`src/rtl/rf_read_sched_pkg.sv`:
```
// Shared definitions for the register-file read scheduler and the core pipeline:
// FSM state encoding, default widths and the debug starvation limit.
package rf_sched_pkg;

   localparam int XLEN_DEFAULT   = 32;
   localparam int REG_AW_DEFAULT = 5;
   localparam int STARVE_LIMIT   = 2;
   localparam int STARVE_W       = 2;

   typedef enum logic [1:0] {
      IDLE = 2'd0,
      RS1  = 2'd1,
      RS2  = 2'd2,
      DBG  = 2'd3
   } sched_state_e;

endpackage

```
`src/rtl/rf_read_sched_if.sv`:
```
// Bundle of core fetch, writeback, debug and storage-port signals around the read scheduler.
// slave is the scheduler's view, master is the view of everything that talks to it.
interface rf_read_sched_if
   import rf_sched_pkg::*;
#(
   parameter int XLEN   = XLEN_DEFAULT,
   parameter int REG_AW = REG_AW_DEFAULT
);

   logic              core_req_valid;
   logic              core_req_ready;
   logic [REG_AW-1:0] core_rs1;
   logic [REG_AW-1:0] core_rs2;
   logic              core_rsp_valid;
   logic [XLEN-1:0]   core_rs1_v;
   logic [XLEN-1:0]   core_rs2_v;

   logic              wb_we;
   logic [REG_AW-1:0] wb_rd;
   logic [XLEN-1:0]   wb_v;

   logic              dbg_req_valid;
   logic              dbg_req_ready;
   logic [REG_AW-1:0] dbg_addr;
   logic              dbg_we;
   logic [XLEN-1:0]   dbg_wdata;
   logic              dbg_rsp_valid;
   logic [XLEN-1:0]   dbg_rdata;

   logic [REG_AW-1:0] mem_raddr;
   logic [XLEN-1:0]   mem_rdata;
   logic              mem_we;
   logic [REG_AW-1:0] mem_waddr;
   logic [XLEN-1:0]   mem_wdata;

   modport slave (
      input  core_req_valid, core_rs1, core_rs2,
      output core_req_ready, core_rsp_valid, core_rs1_v, core_rs2_v,
      input  wb_we, wb_rd, wb_v,
      input  dbg_req_valid, dbg_addr, dbg_we, dbg_wdata,
      output dbg_req_ready, dbg_rsp_valid, dbg_rdata,
      output mem_raddr, mem_we, mem_waddr, mem_wdata,
      input  mem_rdata
   );

   modport master (
      output core_req_valid, core_rs1, core_rs2,
      input  core_req_ready, core_rsp_valid, core_rs1_v, core_rs2_v,
      output wb_we, wb_rd, wb_v,
      output dbg_req_valid, dbg_addr, dbg_we, dbg_wdata,
      input  dbg_req_ready, dbg_rsp_valid, dbg_rdata,
      input  mem_raddr, mem_we, mem_waddr, mem_wdata,
      output mem_rdata
   );

endinterface

```
`src/rtl/rf_sched_arb.sv`:
```
// Two-requester arbiter: core wins by default, debug wins once it has been
// passed over STARVE_LIMIT times while waiting.
module rf_sched_arb
   import rf_sched_pkg::*;
(
   input  logic clk,
   input  logic rst,
   input  logic en,
   input  logic core_valid,
   input  logic dbg_valid,
   output logic grant_core,
   output logic grant_dbg
);

   logic [STARVE_W-1:0] starve_cnt;

   function automatic logic [STARVE_W-1:0] sat_inc(input logic [STARVE_W-1:0] v);
      return (v == '1) ? v : v + 1'b1;
   endfunction

   always_comb begin
      grant_dbg  = en && dbg_valid &&
                   (!core_valid || (starve_cnt >= STARVE_W'(STARVE_LIMIT)));
      grant_core = en && core_valid && !grant_dbg;
   end

   always_ff @(posedge clk) begin
      if (rst) begin
         starve_cnt <= '0;
      end else if (grant_dbg) begin
         starve_cnt <= '0;
      end else if (grant_core && dbg_valid) begin
         starve_cnt <= sat_inc(starve_cnt);
      end
   end

endmodule

```
`src/rtl/rf_read_sched.sv`:
```
// Serializes core rs1/rs2 fetches onto the single read port and shares both ports
// with debug access. Optional writeback forwarding: define RF_SCHED_BYPASS_EN.
module rf_read_sched
   import rf_sched_pkg::*;
#(
   parameter int XLEN   = XLEN_DEFAULT,
   parameter int REG_AW = REG_AW_DEFAULT
) (
   input  logic               clk,
   input  logic               rst,
   rf_read_sched_if.slave     bus
);

   sched_state_e      state;
   sched_state_e      state_nxt;
   logic              arb_en;
   logic              grant_core;
   logic              grant_dbg;
   logic              wb_act;
   logic              dbg_wr_go;
   logic [REG_AW-1:0] raddr;
   logic [XLEN-1:0]   rd_val;

   logic [REG_AW-1:0] rs1_p0;
   logic [REG_AW-1:0] rs2_p0;
   logic [REG_AW-1:0] dbg_addr_p0;
   logic              dbg_we_p0;
   logic [XLEN-1:0]   dbg_wdata_p0;
   logic [XLEN-1:0]   op1_p1;

   // Arbitration is frozen while reset is held so no request is taken then.
   assign arb_en = (state == IDLE) && !rst;
   assign wb_act = bus.wb_we && (bus.wb_rd != '0);

   rf_sched_arb u_arb (
      .clk        (clk),
      .rst        (rst),
      .en         (arb_en),
      .core_valid (bus.core_req_valid),
      .dbg_valid  (bus.dbg_req_valid),
      .grant_core (grant_core),
      .grant_dbg  (grant_dbg)
   );

   assign bus.core_req_ready = grant_core;
   assign bus.dbg_req_ready  = grant_dbg;
   assign bus.mem_raddr      = raddr;

   always_comb begin
      state_nxt = state;
      raddr     = '0;
      dbg_wr_go = 1'b0;
      case (state)
         IDLE: begin
            if (grant_core)     state_nxt = RS1;
            else if (grant_dbg) state_nxt = DBG;
         end
         RS1: begin
            raddr     = rs1_p0;
            state_nxt = RS2;
         end
         RS2: begin
            raddr     = rs2_p0;
            state_nxt = IDLE;
         end
         DBG: begin
            if (!dbg_we_p0) begin
               raddr     = dbg_addr_p0;
               state_nxt = IDLE;
            end else if (!wb_act) begin
               dbg_wr_go = 1'b1;
               state_nxt = IDLE;
            end
         end
         default: state_nxt = IDLE;
      endcase
   end

   always_comb begin
      rd_val = bus.mem_rdata;
`ifdef RF_SCHED_BYPASS_EN
      if (wb_act && (bus.wb_rd == raddr)) rd_val = bus.wb_v;
`endif
      if (raddr == '0) rd_val = '0;
   end

   // Writeback owns the write port; a debug write only lands on a free cycle.
   always_comb begin
      bus.mem_we    = 1'b0;
      bus.mem_waddr = '0;
      bus.mem_wdata = '0;
      if (wb_act) begin
         bus.mem_we    = 1'b1;
         bus.mem_waddr = bus.wb_rd;
         bus.mem_wdata = bus.wb_v;
      end else if (dbg_wr_go && !rst && (dbg_addr_p0 != '0)) begin
         bus.mem_we    = 1'b1;
         bus.mem_waddr = dbg_addr_p0;
         bus.mem_wdata = dbg_wdata_p0;
      end
   end

   always_ff @(posedge clk) begin
      if (rst) state <= IDLE;
      else     state <= state_nxt;
   end

   // Stage p0: request capture at grant
   always_ff @(posedge clk) begin
      if (grant_core) begin
         rs1_p0 <= bus.core_rs1;
         rs2_p0 <= bus.core_rs2;
      end
      if (grant_dbg) begin
         dbg_addr_p0  <= bus.dbg_addr;
         dbg_we_p0    <= bus.dbg_we;
         dbg_wdata_p0 <= bus.dbg_wdata;
      end
   end

   // Stage p1: first operand held while rs2 is read
   always_ff @(posedge clk) begin
      if (state == RS1) op1_p1 <= rd_val;
   end

   // Stage p2: responses
   always_ff @(posedge clk) begin
      if (rst) begin
         bus.core_rsp_valid <= 1'b0;
         bus.core_rs1_v     <= '0;
         bus.core_rs2_v     <= '0;
         bus.dbg_rsp_valid  <= 1'b0;
         bus.dbg_rdata      <= '0;
      end else begin
         bus.core_rsp_valid <= (state == RS2);
         bus.dbg_rsp_valid  <= (state == DBG) && (!dbg_we_p0 || !wb_act);
         if (state == RS2) begin
            bus.core_rs1_v <= op1_p1;
            bus.core_rs2_v <= rd_val;
         end
         if ((state == DBG) && !dbg_we_p0) bus.dbg_rdata <= rd_val;
         else if (dbg_wr_go)               bus.dbg_rdata <= '0;
      end
   end

endmodule

```
`src/flat_wrapper.sv`:
```
// flat-port wrapper written by rule: the top's interface ports become plain ports
module rf_read_sched_flat import rf_sched_pkg::*;
#(
   parameter int XLEN   = XLEN_DEFAULT,
   parameter int REG_AW = REG_AW_DEFAULT
)
  (clk, rst, bus_core_req_valid, bus_core_rs1, bus_core_rs2, bus_core_req_ready, bus_core_rsp_valid, bus_core_rs1_v, bus_core_rs2_v, bus_wb_we, bus_wb_rd, bus_wb_v, bus_dbg_req_valid, bus_dbg_addr, bus_dbg_we, bus_dbg_wdata, bus_dbg_req_ready, bus_dbg_rsp_valid, bus_dbg_rdata, bus_mem_raddr, bus_mem_we, bus_mem_waddr, bus_mem_wdata, bus_mem_rdata);
  rf_read_sched_if #(.XLEN(XLEN), .REG_AW(REG_AW)) bus_i ();
  input  logic clk;
  input  logic rst;
  input wire logic [$bits(bus_i.core_req_valid)-1:0] bus_core_req_valid;
  input wire logic [$bits(bus_i.core_rs1)-1:0] bus_core_rs1;
  input wire logic [$bits(bus_i.core_rs2)-1:0] bus_core_rs2;
  output wire logic [$bits(bus_i.core_req_ready)-1:0] bus_core_req_ready;
  output wire logic [$bits(bus_i.core_rsp_valid)-1:0] bus_core_rsp_valid;
  output wire logic [$bits(bus_i.core_rs1_v)-1:0] bus_core_rs1_v;
  output wire logic [$bits(bus_i.core_rs2_v)-1:0] bus_core_rs2_v;
  input wire logic [$bits(bus_i.wb_we)-1:0] bus_wb_we;
  input wire logic [$bits(bus_i.wb_rd)-1:0] bus_wb_rd;
  input wire logic [$bits(bus_i.wb_v)-1:0] bus_wb_v;
  input wire logic [$bits(bus_i.dbg_req_valid)-1:0] bus_dbg_req_valid;
  input wire logic [$bits(bus_i.dbg_addr)-1:0] bus_dbg_addr;
  input wire logic [$bits(bus_i.dbg_we)-1:0] bus_dbg_we;
  input wire logic [$bits(bus_i.dbg_wdata)-1:0] bus_dbg_wdata;
  output wire logic [$bits(bus_i.dbg_req_ready)-1:0] bus_dbg_req_ready;
  output wire logic [$bits(bus_i.dbg_rsp_valid)-1:0] bus_dbg_rsp_valid;
  output wire logic [$bits(bus_i.dbg_rdata)-1:0] bus_dbg_rdata;
  output wire logic [$bits(bus_i.mem_raddr)-1:0] bus_mem_raddr;
  output wire logic [$bits(bus_i.mem_we)-1:0] bus_mem_we;
  output wire logic [$bits(bus_i.mem_waddr)-1:0] bus_mem_waddr;
  output wire logic [$bits(bus_i.mem_wdata)-1:0] bus_mem_wdata;
  input wire logic [$bits(bus_i.mem_rdata)-1:0] bus_mem_rdata;
  assign bus_i.core_req_valid = bus_core_req_valid;
  assign bus_i.core_rs1 = bus_core_rs1;
  assign bus_i.core_rs2 = bus_core_rs2;
  assign bus_core_req_ready = bus_i.core_req_ready;
  assign bus_core_rsp_valid = bus_i.core_rsp_valid;
  assign bus_core_rs1_v = bus_i.core_rs1_v;
  assign bus_core_rs2_v = bus_i.core_rs2_v;
  assign bus_i.wb_we = bus_wb_we;
  assign bus_i.wb_rd = bus_wb_rd;
  assign bus_i.wb_v = bus_wb_v;
  assign bus_i.dbg_req_valid = bus_dbg_req_valid;
  assign bus_i.dbg_addr = bus_dbg_addr;
  assign bus_i.dbg_we = bus_dbg_we;
  assign bus_i.dbg_wdata = bus_dbg_wdata;
  assign bus_dbg_req_ready = bus_i.dbg_req_ready;
  assign bus_dbg_rsp_valid = bus_i.dbg_rsp_valid;
  assign bus_dbg_rdata = bus_i.dbg_rdata;
  assign bus_mem_raddr = bus_i.mem_raddr;
  assign bus_mem_we = bus_i.mem_we;
  assign bus_mem_waddr = bus_i.mem_waddr;
  assign bus_mem_wdata = bus_i.mem_wdata;
  assign bus_i.mem_rdata = bus_mem_rdata;
  rf_read_sched #(.XLEN(XLEN), .REG_AW(REG_AW)) u_core (.clk(clk), .rst(rst), .bus(bus_i));
endmodule
```
`config.mk`:
```
export PLATFORM = sky130hd
export DESIGN_NAME = rf_read_sched_flat
export DESIGN_NICKNAME = d
export VERILOG_FILES = /design/src/rtl/rf_read_sched_pkg.sv /design/src/rtl/rf_read_sched_if.sv /design/src/rtl/rf_sched_arb.sv /design/src/rtl/rf_read_sched.sv /design/src/flat_wrapper.sv
export SDC_FILE = /design/constraint.sdc
export NUM_CORES = 1
export LEC_CHECK = 0
export ABC_AREA = 1
export CAP_MARGIN = 20
export CELL_PAD_IN_SITES_DETAIL_PLACEMENT = 0
export CELL_PAD_IN_SITES_GLOBAL_PLACEMENT = 1
export CORE_MARGIN = 4
export CORE_UTILIZATION = 44
export CTS_BUF_LIST = sky130_fd_sc_hd__clkbuf_8
export CTS_CLUSTER_DIAMETER = 80
export DETAILED_ROUTE_END_ITERATION = 12
export DONT_BUFFER_PORTS = 1
export GPL_TIMING_DRIVEN = 1
export PLACE_DENSITY_LB_ADDON = 0.1
export SETUP_SLACK_MARGIN = 0.3
export SLEW_MARGIN = 25
export SYNTH_ARGS = -nofsm -noshare
export SYNTH_HDL_FRONTEND = slang
export SYNTH_SLANG_ARGS = --single-unit
```
`constraint.sdc`:
```
create_clock -name clk -period 3.55 [get_ports clk]
set_input_delay 0.355 -clock clk [delete_from_list [all_inputs] [get_ports clk]]
set_output_delay 0.355 -clock clk [all_outputs]
set_load 0.02 [all_outputs]
```
=== Yosys cells after proc, flatten, opt, wreduce, memory -nomap -nowiden ===
Cells that the tools add are included.

* Word-level logic and storage cells: 67
* Register bits: 182

* $lt $le $gt $ge: 1
* Reduce and logical (&&, ||, !) cells: 26
* Add/sub/neg operators: 1
* Mux-type cells: 19
* Eq/ne operators: 6
* Bitwise operators: 1

{| class="wikitable"
|+ Operator list
! cell !! number
|-
| 32-bit two-way mux || 5
|-
| 5-bit two-way mux || 3
|-
| 5-bit one-hot mux with 3 select lines || 1
|-
| 1-bit logical AND || 11
|-
| 5-bit nonzero test || 2
|-
| 2-bit two-way mux || 4
|-
| 2-bit one-hot mux with 4 select lines || 1
|-
| 2-bit == test (second input constant) || 3
|-
| 3-bit inequality test (second input constant) || 2
|-
| 1-bit logical NOT || 5
|-
| 5-bit logical NOT || 1
|-
| 1-bit two-way mux || 5
|-
| 2-bit AND reduction || 2
|-
| 2-bit by 1-bit adder with 2-bit output (second input constant) || 1
|-
| 2-bit by 1-bit == test with 1-bit output (second input constant) || 1
|-
| 2-bit >= comparator (second input constant) || 1
|-
| 2-bit logical NOT || 1
|-
| 1-bit logical OR || 2
|-
| 2-bit nonzero test || 1
|-
| 2-bit OR reduction || 1
|-
| 1-bit inverter || 1
|}

=== Logic depth before layout (Yosys ltp) ===
* Depth in word-level cells: 9
* Depth in mapped cells: 11
* Gate-level depth less buffers: 11

=== By module ===
Synthesis repeated with hierarchy kept, for this count alone.

* Cell total of the unflattened synthesis: 681
* Area, all modules: 6902.9 µm²

{| class="wikitable"
|+ Modules (own cells, without submodules)
! module !! instances !! sequential area each (µm²) !! area each (µm²) !! cells each
|-
| rf_read_sched || 1 || 4404.2 || 6726.5 || 654
|-
| rf_sched_arb || 1 || 40.0 || 176.4 || 27
|}

=== Least setup slack after synthesis ===
No wires, ideal clock.

* Path kind: in2reg
* From: input rst
* To: register u_core.state[1]
* Arrival: 3088 ps
* Stages on the path: 9
* Data required time: 3428 ps
* Setup slack: 340 ps
* Setup time: 122 ps
* Cell sequence: buf_2 inv_1 nand3_1 nor2_1 nor2_1 nand2_1 nand3_1 nand2_1 nor2_1

* Longest elaborated chain between the ends: 8

{| class="wikitable"
|+ Ends and longest elaborated chain
! what !! line !! RTL
|-
| from (decl) || flat_wrapper.sv:10 || <nowiki>input logic rst;</nowiki>
|-
| 1-bit logical NOT (*) || rf_read_sched.sv:32 || <nowiki>assign arb_en = (state == IDLE) && !rst;</nowiki>
|-
| 1-bit logical AND (*) || rf_read_sched.sv:32 ||
|-
| 1-bit logical AND (*) (2 in a row) || rf_sched_arb.sv:22 || <nowiki>grant_dbg = en && dbg_valid &&</nowiki>
|-
| named net bus_dbg_req_ready || flat_wrapper.sv:25 || <nowiki>output wire logic [$bits(bus_i.dbg_req_ready)-1:0] bus_dbg_req_ready;</nowiki>
|-
| 1-bit logical NOT || rf_sched_arb.sv:24 || <nowiki>grant_core = en && core_valid && !grant_dbg;</nowiki>
|-
| 1-bit logical AND || rf_sched_arb.sv:24 ||
|-
| 2-bit two-way mux or 3-bit inequality test (tied branches) || n/a ||
|-
| 2-bit one-hot mux with 4 select lines or 2-bit AND reduction (tied branches) || n/a ||
|-
| to (signal assigned) || rf_read_sched.sv:105 || <nowiki>else state <= state_nxt;</nowiki>
|-
| to (decl) || rf_read_sched.sv:14 || <nowiki>sched_state_e state;</nowiki>
|}

The timed path passes the listed nets; every way through them passes the cells marked *.
A chain may end at the register's enable or synchronous reset.

=== Final worst setup path ===
* From: register u_core.state[1]
* To: output bus_mem_wdata[4]

* Longest elaborated chain between the ends: 6

{| class="wikitable"
|+ Ends and longest elaborated chain
! what !! line !! RTL
|-
| 2-bit == test || rf_read_sched.sv:53 || <nowiki>case (state)</nowiki>
|-
| 1-bit two-way mux || rf_read_sched.sv:53 ||
|-
| 1-bit logical AND (2 in a row) || rf_read_sched.sv:96 || <nowiki>end else if (dbg_wr_go && !rst && (dbg_addr_p0 != '0)) begin</nowiki>
|-
| 32-bit two-way mux || rf_read_sched.sv:96 ||
|-
| 32-bit two-way mux || rf_read_sched.sv:92 || <nowiki>if (wb_act) begin</nowiki>
|-
| to (decl) || flat_wrapper.sv:31 || <nowiki>output wire logic [$bits(bus_i.mem_wdata)-1:0] bus_mem_wdata;</nowiki>
|}

Every way passes these cells.

==> flow_summary.ini <==
[run_status]
status = finished clean

[clocking]
cts_root_buffer = clkbuf_8
clockBufferDepth = 2
cts_sinks = 182
path_clk_slew_ns = 0.09
worstSkewPairLatency_ns = 0.45
cts_buffers = 17
postCtsResizedCells = 0
cts_setup_buffers = 0
cts_tree = built
cts.hold.buffers_added = 49
htreeDepth = 4

[timing]
maxSlewHeadroom_pct = 38.0
rsz0062_at_grt = no
hold_violations = 0
clock_skew_ns = 0.00873
worst_pin_slew_ns = 0.927
fmax_mhz = 362
setup_tns_ns = 0
drv_slew = 0
fin_crit_sh_pct = 77.8
fin_crit_ns = 2.76
setup_viol = 0

[place]
place_congestion = 0.794
port_buffers = 0
hpwl_microns = 12700
place_inst = 912

[floorplan]
pin_count = 265
core_sq_um = 15400
die_w_microns = 134
die-area_sq_um = 17900
die_h_microns = 134
rows = 45
start_util_pct = 45.3

[detailed_routing]
vias = 5219
viasPerCell = 5.26
wire_per_inst_microns = 18.6
drt_iter0_markers = 239
drt.antenna.violating_nets = 0
routed_wl_microns = 18500
drt_pass1_iterations = 5
drc = 0

[min_path]
hold_path_depth = 2
min-delay-start = bus_mem_rdata[17]
hp-class = input pin to flip-flop

[critical_path]
worstSetupPathType = flip-flop to primary output
worstSetupStartpoint = u_core.state[1]$_SDFFE_PP0P_
r2r-start = u_core.state[1]$_SDFFE_PP0P_
start_kind = flip-flop
cp-end-kind = primary output
cp.arrival_ns = 2.41
required_ns = 3.19
worstPathMaxFanout = 37
reg2regPathDepth = 7

[synth]
yosys_warnings = 0
synth_top_area_share_pct = 34.5
synthCells = 740
synth.cell_area_sq_um = 6960
avgSynthCellArea_sq_um = 9.40
synth_seq_area_share_pct = 63.9
synth_area_leaders = edfxtp_1 (35%), dfxtp_1 (29%), nand2_1 (7.9%)
synth_area_leader_cell = edfxtp_1
synth.distinct_cells = 29
ys_seq_elements = 182
synthesis.nets = 864

[global_route]
grt-ovfl-total = 0
grt_pass1_vias = 4982
track_usage_pct = 20.0
grt_pass1_wl_microns = 27900
antenna_found_initial = 0
grt_max_degree = 77

[final_layout]
syn2layout_area_growth_pct = 14.6
finalNonFillerCells = 993
diodes = 0
drive_gt1_share_pct = 7.03
fin_nets = 893

[power]
vdd_drop_max_uv = 422
power.density_nw_per_um2 = 793
p_leak_nw = 3.16

[flow_run]
maxCapViolCount = 0
==> worst max-delay path, stage by stage, from the launching register on <==
cell and delay [ns]:
dfxtp_1 0.59, nand2_4 0.12, nor3_2 0.16, o211ai_1 0.11, buf_4 0.24, o21ai_0 0.71
==> cell usage in the layout, fill, tap and decap left out, drive strengths merged <==
master / count
nor3: 1
dfxtp: 102
edfxtp: 80
nor2: 84
o22ai: 2
a21oi: 65
nand2: 147
o21bai: 1
o21ai: 101
nand4: 4
dlygate4sd3: 48
inv: 57
buf: 10
clkinv: 5
nand3: 48
bufinv: 2
clkinvlp: 3
and2: 1
clkbuf: 18
o211ai: 1
ha: 2
==> area by class of cell <==
type,count,area (sq um)
clock buffer,18,248
sequential,182,4440
timing repair buffer,58,568
inverter,53,201
tap,211,264
clock inverter,14,149
multi-input combinational,457,2100
fill,1408,7400
==> where the power goes <==
part / leakage, nW / internal, W / switching (W)
logic: 1.39 / 0.000376 / 0.00111
clock network: 0.199 / 0.000650 / 0.000738
registers: 1.57 / 0.00278 / 0.000665
==> metal layers <==
layer  share of wire, %  global-route usage, %  vias up
li1                   -                      -     2531
met1                 38                   22.5     2442
met2                 49                   33.4      213
met3                 10                   8.57       33
met4                2.6                   8.06        0
met5                  0                      0        -
==> cells in the mapped netlist <==
library cell  count
clkbuf_1         32
nor2_1           81
ha_1              2
buf_4             2
a21oi_1          65
buf_1             5
inv_2             3
o21ai_0          82
nand3_1          46
inv_1            48
and2_1            1
o21ai_1          19
buf_6             6
o22ai_1           2
inv_4             1
nand2_1         146
o21bai_1          1
nand3_2           1
edfxtp_1         80
nand4_1           4
o211ai_1          1
nor2_2            1
dfxtp_1         102
buf_2             3
clkinv_1          1
nand2_4           1
nor3_2            1
nor2_4            2
nand3_4           1
==> cell families (layout without fill, tap and decap cells) <==
family	count (synthesis)	after routing	share of synthesized area, %
buffers and inverters	101	143	6.29
DFF	182	182	63.9
and+or+nand+nor	285	285	17.1
adders and majority gates	2	2	0.360
AOI/OAI and AO/OA	170	170	12.3
==> final timing paths <==
kind / endpoint / slack (ns)
hold reg to reg: u_core.bus.core_rs1_v[26]$_SDFFE_PP0N_ / 0.48
setup / recovery: bus_mem_wdata[4] / 0.79
setup reg to reg: u_core.op1_p1[13]$_DFFE_PN_ / 0.93
hold / removal: u_core.bus.dbg_rdata[17]$_SDFFE_PP0P_ / 0.05
==> metrics by stage <==
step | worst slack, ns | hold WS (ns) | total power [W] | cell area [sq um] | util [%]
after floorplan | 0.340 | 0.447 | 0.00467 | 6960 | -
after global placement | 0.994 | 0.436 | 0.00493 | 7080 | 46.0
after CTS | 0.770 | 0.0201 | 0.00641 | 7970 | 51.9
after detailed placement | 0.906 | 0.438 | 0.00497 | 7080 | 46.0
after global routing | 0.654 | 0.0241 | 0.00675 | 7970 | 51.9
final | 0.790 | 0.0529 | 0.00632 | 7970 | 51.9
==> state kept, by name (all words and copies together), names as in the netlist, 2 cells and up <==
name,flops
u_core.bus.core_rs1_v,32
u_core.bus.core_rs2_v,32
u_core.bus.dbg_rdata,32
u_core.dbg_addr_p0,5
u_core.dbg_wdata_p0,32
u_core.op1_p1,32
u_core.rs1_p0,5
u_core.rs2_p0,5
u_core.state,2
u_core.u_arb.starve_cnt,2
(Power assumes the default switching activity.)
